<file path="src/rtl/imm_pkg.sv">
// Shared types and RV opcode constants for the immediate-generation stage.
package imm_pkg;

    typedef enum logic [2:0] {
        IMM_NONE = 3'd0,
        IMM_I    = 3'd1,
        IMM_S    = 3'd2,
        IMM_B    = 3'd3,
        IMM_U    = 3'd4,
        IMM_J    = 3'd5,
        IMM_SH   = 3'd6
    } imm_type_t;

    localparam logic [6:0] OP_IMM    = 7'b0010011;
    localparam logic [6:0] OP_LOAD   = 7'b0000011;
    localparam logic [6:0] OP_JALR   = 7'b1100111;
    localparam logic [6:0] OP_STORE  = 7'b0100011;
    localparam logic [6:0] OP_BRANCH = 7'b1100011;
    localparam logic [6:0] OP_LUI    = 7'b0110111;
    localparam logic [6:0] OP_AUIPC  = 7'b0010111;
    localparam logic [6:0] OP_JAL    = 7'b1101111;

endpackage

</file>
<file path="src/rtl/imm_decode.sv">
// Combinational RV immediate extractor: classifies the instruction and
// produces the XLEN-wide extended immediate.
module imm_decode
    import imm_pkg::*;
#(
    parameter int XLEN = 32
) (
    input  logic [31:0]     i_instr,
    output logic [XLEN-1:0] o_imm,
    output imm_type_t       o_type
);

    logic [6:0] w_opcode;
    logic [2:0] w_funct3;

    assign w_opcode = i_instr[6:0];
    assign w_funct3 = i_instr[14:12];

    always_comb begin
        o_imm  = '0;
        o_type = IMM_NONE;
        unique case (w_opcode)
            OP_IMM, OP_LOAD, OP_JALR: begin
                // Shift-immediates reuse OP_IMM; shamt width follows XLEN.
                if (w_opcode == OP_IMM && (w_funct3 == 3'b001 || w_funct3 == 3'b101)) begin
                    o_type = IMM_SH;
                    o_imm  = (XLEN == 64) ? XLEN'(i_instr[25:20]) : XLEN'(i_instr[24:20]);
                end else begin
                    o_type = IMM_I;
                    o_imm  = XLEN'($signed(i_instr[31:20]));
                end
            end
            OP_STORE: begin
                o_type = IMM_S;
                o_imm  = XLEN'($signed({i_instr[31:25], i_instr[11:7]}));
            end
            OP_BRANCH: begin
                o_type = IMM_B;
                o_imm  = XLEN'($signed({i_instr[31], i_instr[7], i_instr[30:25],
                                        i_instr[11:8], 1'b0}));
            end
            OP_LUI, OP_AUIPC: begin
                o_type = IMM_U;
                o_imm  = XLEN'($signed({i_instr[31:12], 12'b0}));
            end
            OP_JAL: begin
                o_type = IMM_J;
                o_imm  = XLEN'($signed({i_instr[31], i_instr[19:12], i_instr[20],
                                        i_instr[30:21], 1'b0}));
            end
            default: begin
                o_type = IMM_NONE;
                o_imm  = '0;
            end
        endcase
    end

endmodule

</file>
<file path="src/rtl/imm_gen_stage.sv">
// One-cycle immediate-generation pipeline stage with an output register
// backed by a single skid entry; decode happens before the registers.
module imm_gen_stage
    import imm_pkg::*;
#(
    parameter int XLEN    = 32,
    parameter bit PASS_PC = 1'b1
) (
    input  logic            clk,
    input  logic            rst_n,
    input  logic            flush,
    input  logic            in_valid,
    output logic            in_ready,
    input  logic [31:0]     in_instr,
    input  logic [XLEN-1:0] in_pc,
    output logic            out_valid,
    input  logic            out_ready,
    output logic [XLEN-1:0] out_imm,
    output imm_type_t       out_type,
    output logic [31:0]     out_instr,
    output logic [XLEN-1:0] out_pc
);

    logic [XLEN-1:0] w_imm;
    imm_type_t       w_type;
    logic [XLEN-1:0] w_pc;
    logic            w_in_fire;
    logic            w_out_avail;
    logic            w_skid_vld_nxt;

    logic            r_in_ready;
    logic            r_out_valid;
    logic [XLEN-1:0] r_out_imm;
    imm_type_t       r_out_type;
    logic [31:0]     r_out_instr;
    logic [XLEN-1:0] r_out_pc;
    logic            r_skid_valid;
    logic [XLEN-1:0] r_skid_imm;
    imm_type_t       r_skid_type;
    logic [31:0]     r_skid_instr;
    logic [XLEN-1:0] r_skid_pc;

    imm_decode #(.XLEN(XLEN)) u_dec (
        .i_instr (in_instr),
        .o_imm   (w_imm),
        .o_type  (w_type)
    );

    assign w_pc        = PASS_PC ? in_pc : '0;
    assign w_in_fire   = in_valid && r_in_ready && !flush;
    assign w_out_avail = !r_out_valid || out_ready;
    // Skid keeps a beat only if the output stays blocked, or refills behind a drain.
    assign w_skid_vld_nxt = flush       ? 1'b0 :
                            w_out_avail ? (r_skid_valid && w_in_fire) :
                                          (r_skid_valid || w_in_fire);

    always_ff @(posedge clk or negedge rst_n) begin
        if (!rst_n) begin
            r_in_ready   <= 1'b0;
            r_out_valid  <= 1'b0;
            r_out_imm    <= '0;
            r_out_type   <= IMM_NONE;
            r_out_instr  <= '0;
            r_out_pc     <= '0;
            r_skid_valid <= 1'b0;
            r_skid_imm   <= '0;
            r_skid_type  <= IMM_NONE;
            r_skid_instr <= '0;
            r_skid_pc    <= '0;
        end else begin
            r_in_ready   <= !w_skid_vld_nxt;
            r_skid_valid <= w_skid_vld_nxt;
            if (flush) begin
                r_out_valid <= 1'b0;
            end else if (w_out_avail) begin
                if (r_skid_valid) begin
                    r_out_valid <= 1'b1;
                    r_out_imm   <= r_skid_imm;
                    r_out_type  <= r_skid_type;
                    r_out_instr <= r_skid_instr;
                    r_out_pc    <= r_skid_pc;
                end else if (w_in_fire) begin
                    r_out_valid <= 1'b1;
                    r_out_imm   <= w_imm;
                    r_out_type  <= w_type;
                    r_out_instr <= in_instr;
                    r_out_pc    <= w_pc;
                end else begin
                    r_out_valid <= 1'b0;
                end
            end
            if (!flush && w_in_fire && (r_skid_valid || !w_out_avail)) begin
                r_skid_imm   <= w_imm;
                r_skid_type  <= w_type;
                r_skid_instr <= in_instr;
                r_skid_pc    <= w_pc;
            end
        end
    end

    assign in_ready  = r_in_ready;
    assign out_valid = r_out_valid;
    assign out_imm   = r_out_imm;
    assign out_type  = r_out_type;
    assign out_instr = r_out_instr;
    assign out_pc    = r_out_pc;

endmodule

</file>
<file path="config.mk">
export PLATFORM = sky130hd
export DESIGN_NAME = imm_gen_stage
export DESIGN_NICKNAME = d
export VERILOG_FILES = /design/src/rtl/imm_pkg.sv /design/src/rtl/imm_decode.sv /design/src/rtl/imm_gen_stage.sv
export SDC_FILE = /design/constraint.sdc
export NUM_CORES = 1
export LEC_CHECK = 0
export BUFFER_PORTS_ARGS = -buffer_cell sky130_fd_sc_hd__buf_2
export CAP_MARGIN = 20
export CORE_MARGIN = 3
export CORE_UTILIZATION = 40
export CTS_CLUSTER_SIZE = 10
export DETAILED_ROUTE_END_ITERATION = 10
export PLACE_DENSITY = 0.59
export SLEW_MARGIN = 20
export SYNTH_ARGS = -nofsm -noshare
export SYNTH_HDL_FRONTEND = slang
export SYNTH_SLANG_ARGS = --single-unit
</file>
<file path="constraint.sdc">
create_clock -name clk -period 4.93 [get_ports clk]
set_input_delay 0.2465 -clock clk [delete_from_list [all_inputs] [get_ports clk]]
set_output_delay 0.2465 -clock clk [all_outputs]
set_load 0.03 [all_outputs]
</file>
==> impl_metrics.yaml <==
status:
  outcome: "complete, no violations"
clocking:
  cts.path.max_buffers: 3
  htreeDepth: 1
  numCtsBuffers: 24
  clock_latency_ns: 0.51
  cts_tree: "yes"
  clockRootBuffer: "clkbuf_16"
  postCtsSetupRepairBufs: 0
  clock_sinks: 201
  clkTransAtPathRegs_ns: 0.05
  cts_resized: 0
setup_path:
  max_stage_delay_ns: 0.75
  crit_slowest_cell: "or3_4"
  cp.required_ns: 5.27
  crit_chain: "a21oi_2 -> or3_4 -> buf_4 -> o21ai_0"
  critical_path.startpoint_type: "flip-flop"
  cp.depth: 4
  timing.rr.start: "r_skid_valid"
  cp.arrival_ns: 3.15
  critical_path.startpoint: "r_skid_valid"
  rr_worst_depth: 4
  path_max_fanout: 96
  endpoint_kind: "flip-flop"
  crit_family: "simple AND/OR/NAND/NOR gates"
  crit_type: "reg2reg"
  worst-path-buf-inv: 1
sta:
  rsz0062_at_grt: "false"
  skew_ns: 0.0156
  fin_ws_ns: 2.13
  finalSetupViolations: 0
  relSlewSlack_pct: 33.5
  period_share_pct: 56.9
  finalHoldViolCount: 0
  tightest_slew_ns: 0.998
  maxSlewViolCount: 0
  finalWorstPathRequiredPeriod_ns: 2.80
  timing.setup.tns_ns: 0
  max_freq_ghz: 0.357
placement:
  dp_hpwl_um: 14400
  routabilityCongestion: 0.839
  dp_slack_ns: 2.04
  io_buffer_count: 169
yosys:
  yosysWarnings: 0
  synth_area_per_cell_sq_um: 9.65
  synth_top_cell_by_area: "dfrtp_1"
  syn_nets: 975
  synth_area_leaders: "dfrtp_1 (58%), nand2_1 (13%), mux2i_1 (7.3%)"
  synth-edff-count: 0
  ys_seq_elements: 201
  synth_xor_area_share_pct: 0
  synth-simple-area-share_pct: 18.7
  synth_ff_type: "dfrtp_1"
  synth_compound_area_share_pct: 12.9
  synthArstFlopShare_pct: 100
  synthCells: 906
  syn_area_sq_um: 8740
  synth_top_family_by_area: "simple AND/OR/NAND/NOR gates"
  synth.distinct_cells: 45
  synthMuxAreaShare_pct: 7.33
  synth_top_area_share_pct: 57.5
  ys_seq_area_share_pct: 57.5
  synth_adder_area_share_pct: 0
flow_run:
  maxCapViolCount: 0
global_route:
  grt_pass1_vias: 6748
  grt.overflow.total: 0
  grt_first_pass_wirelength_um: 37000
  grt_max_degree: 121
  grt_usage_pct: 18.8
  grt_antenna_before_repair: 0
floorplanning:
  die_area_sq_um: 23700
  io_pins: 170
  die_y_um: 154
  row_count: 53
  start_util_pct: 41.2
  core-area_sq_um: 21200
  fp.dieW_um: 154
routing:
  ant_nets: 0
  first_pass_iters: 5
  drc: 0
  dr_total_vias: 6964
  drtIter0Drc: 361
  drt_wl_total_um: 22700
  viasPerCell: 5.08
  avgRoutedWirePerCell_um: 16.6
cells_and_area:
  fin_nets: 1158
  drive_gt1_share_pct: 21.3
  antenna_cells: 0
  syn_to_final_growth_pct: 23.9
power:
  p_leak_uw: 0.00515
  powerDensity_nw_per_um2: 430
  p_total_uw: 4660
  peakVddDrop_mv: 0.224
min_path:
  hold_depth: 3
  min_from: "in_instr[8]"
  hp-class: "in2reg"
-- cells by family (layout without fill, tap and decap cells) --
logic type	count (synthesis)	in the layout
muxes	64	64
and+or+nand+nor	387	387
AOI/OAI and AO/OA	188	188
buffers and inverters	66	255
DFF	201	201
-- report_power, final --
group / internal [uW] / leakage [uW] / total, uW / switching, uW
Sequential: 1970 / 0.00254 / 2140 / 171
Combinational: 306 / 0.00227 / 940 / 635
Clock: 945 / 0.000334 / 1570 / 628
Total: 3220 / 0.00515 / 4660 / 1430
-- metrics by stage --
stage	instance area, sq um	cells	hold WS, ns	util (%)
after floorplan	8740	906	-0.0491	-
after global placement	9760	1299	0.457	46.0
after detailed placement	9760	1299	0.461	46.0
after CTS	10800	1370	0.00154	51.1
after global routing	10800	1370	0.00990	51.1
final	10800	1370	0.0138	51.1
-- placed cells by master, fill, tap and decap left out, types with 2 or more instances in the layout --
| master | n |
|---|---|
| buf_2 | 168 |
| a21oi_2 | 11 |
| a21oi_1 | 21 |
| nor2_2 | 2 |
| nand3b_1 | 3 |
| a22oi_1 | 5 |
| and2_1 | 2 |
| a22o_1 | 6 |
| nor3_4 | 2 |
| and3b_1 | 2 |
| or3_1 | 21 |
| dfrtp_1 | 200 |
| o21ai_0 | 93 |
| clkbuf_1 | 4 |
| nand3_1 | 8 |
| o21ai_1 | 17 |
| dlygate4sd3_1 | 39 |
| and3_1 | 6 |
| nand2b_1 | 4 |
| nand2_1 | 303 |
| a211oi_1 | 2 |
| clkbuf_16 | 25 |
| inv_1 | 4 |
| o211ai_1 | 5 |
| a221o_1 | 6 |
| nor2_1 | 21 |
| mux2i_1 | 64 |
| clkbuf_8 | 4 |
| nor3_1 | 4 |
| buf_4 | 11 |
| a31oi_1 | 14 |
| or3_4 | 3 |
-- state kept, by name, indices dropped and copies added (netlist names) --
signal / flops
out_imm: 32
out_instr: 32
out_pc: 32
r_skid_imm: 32
r_skid_instr: 32
r_skid_pc: 32
out_type: 3
r_skid_type: 3
in_ready: 1
out_valid: 1
r_skid_valid: 1
-- repair_timing --
action                     CTS  global route
setup endpoints to repair    0             0
hold endpoints to repair   156             0
hold buffers                39             0
-- path summary, 6_finish.rpt --
path                              endpoint  slack, ns
setup / recovery             out_instr[26]       2.13
hold / removal             r_skid_instr[8]       0.01
setup reg to reg             out_instr[26]       2.13
hold reg to reg              out_instr[18]       0.47
max in group asynchronous       out_pc[14]       3.15
min in group asynchronous      out_imm[24]       0.43
-- cell type report --
class | instances | area (sq um)
clock buffer | 32 | 682
fill | 1995 | 10400
inverter | 4 | 15.0
multi-input combinational | 639 | 3430
sequential | 201 | 5030
tap | 275 | 344
timing repair buffer | 219 | 1330
-- cell usage after synthesis, types with 8 or more instances --
master / count
nand2_1: 303
dfrtp_1: 201
o21ai_0: 93
mux2i_1: 64
clkbuf_1: 32
buf_2: 23
or3_1: 23
a21oi_1: 21
nor2_1: 21
o21ai_1: 17
a31oi_1: 14
a21oi_2: 11
nand3_1: 8
-- tightest hold or removal path, stage by stage --
cell and delay, ns:
buf_2 0.13, nand2_1 0.06, nand2_1 0.04
-- routing by layer --
layer	vias to the layer above	track usage [%]	part of all wire, %
li1	3415	-	-
met1	3336	27.7	47
met2	182	29.7	46
met3	31	2.96	5.0
met4	0	4.16	2.0
met5	-	0	0
(Power assumes the default switching activity.)
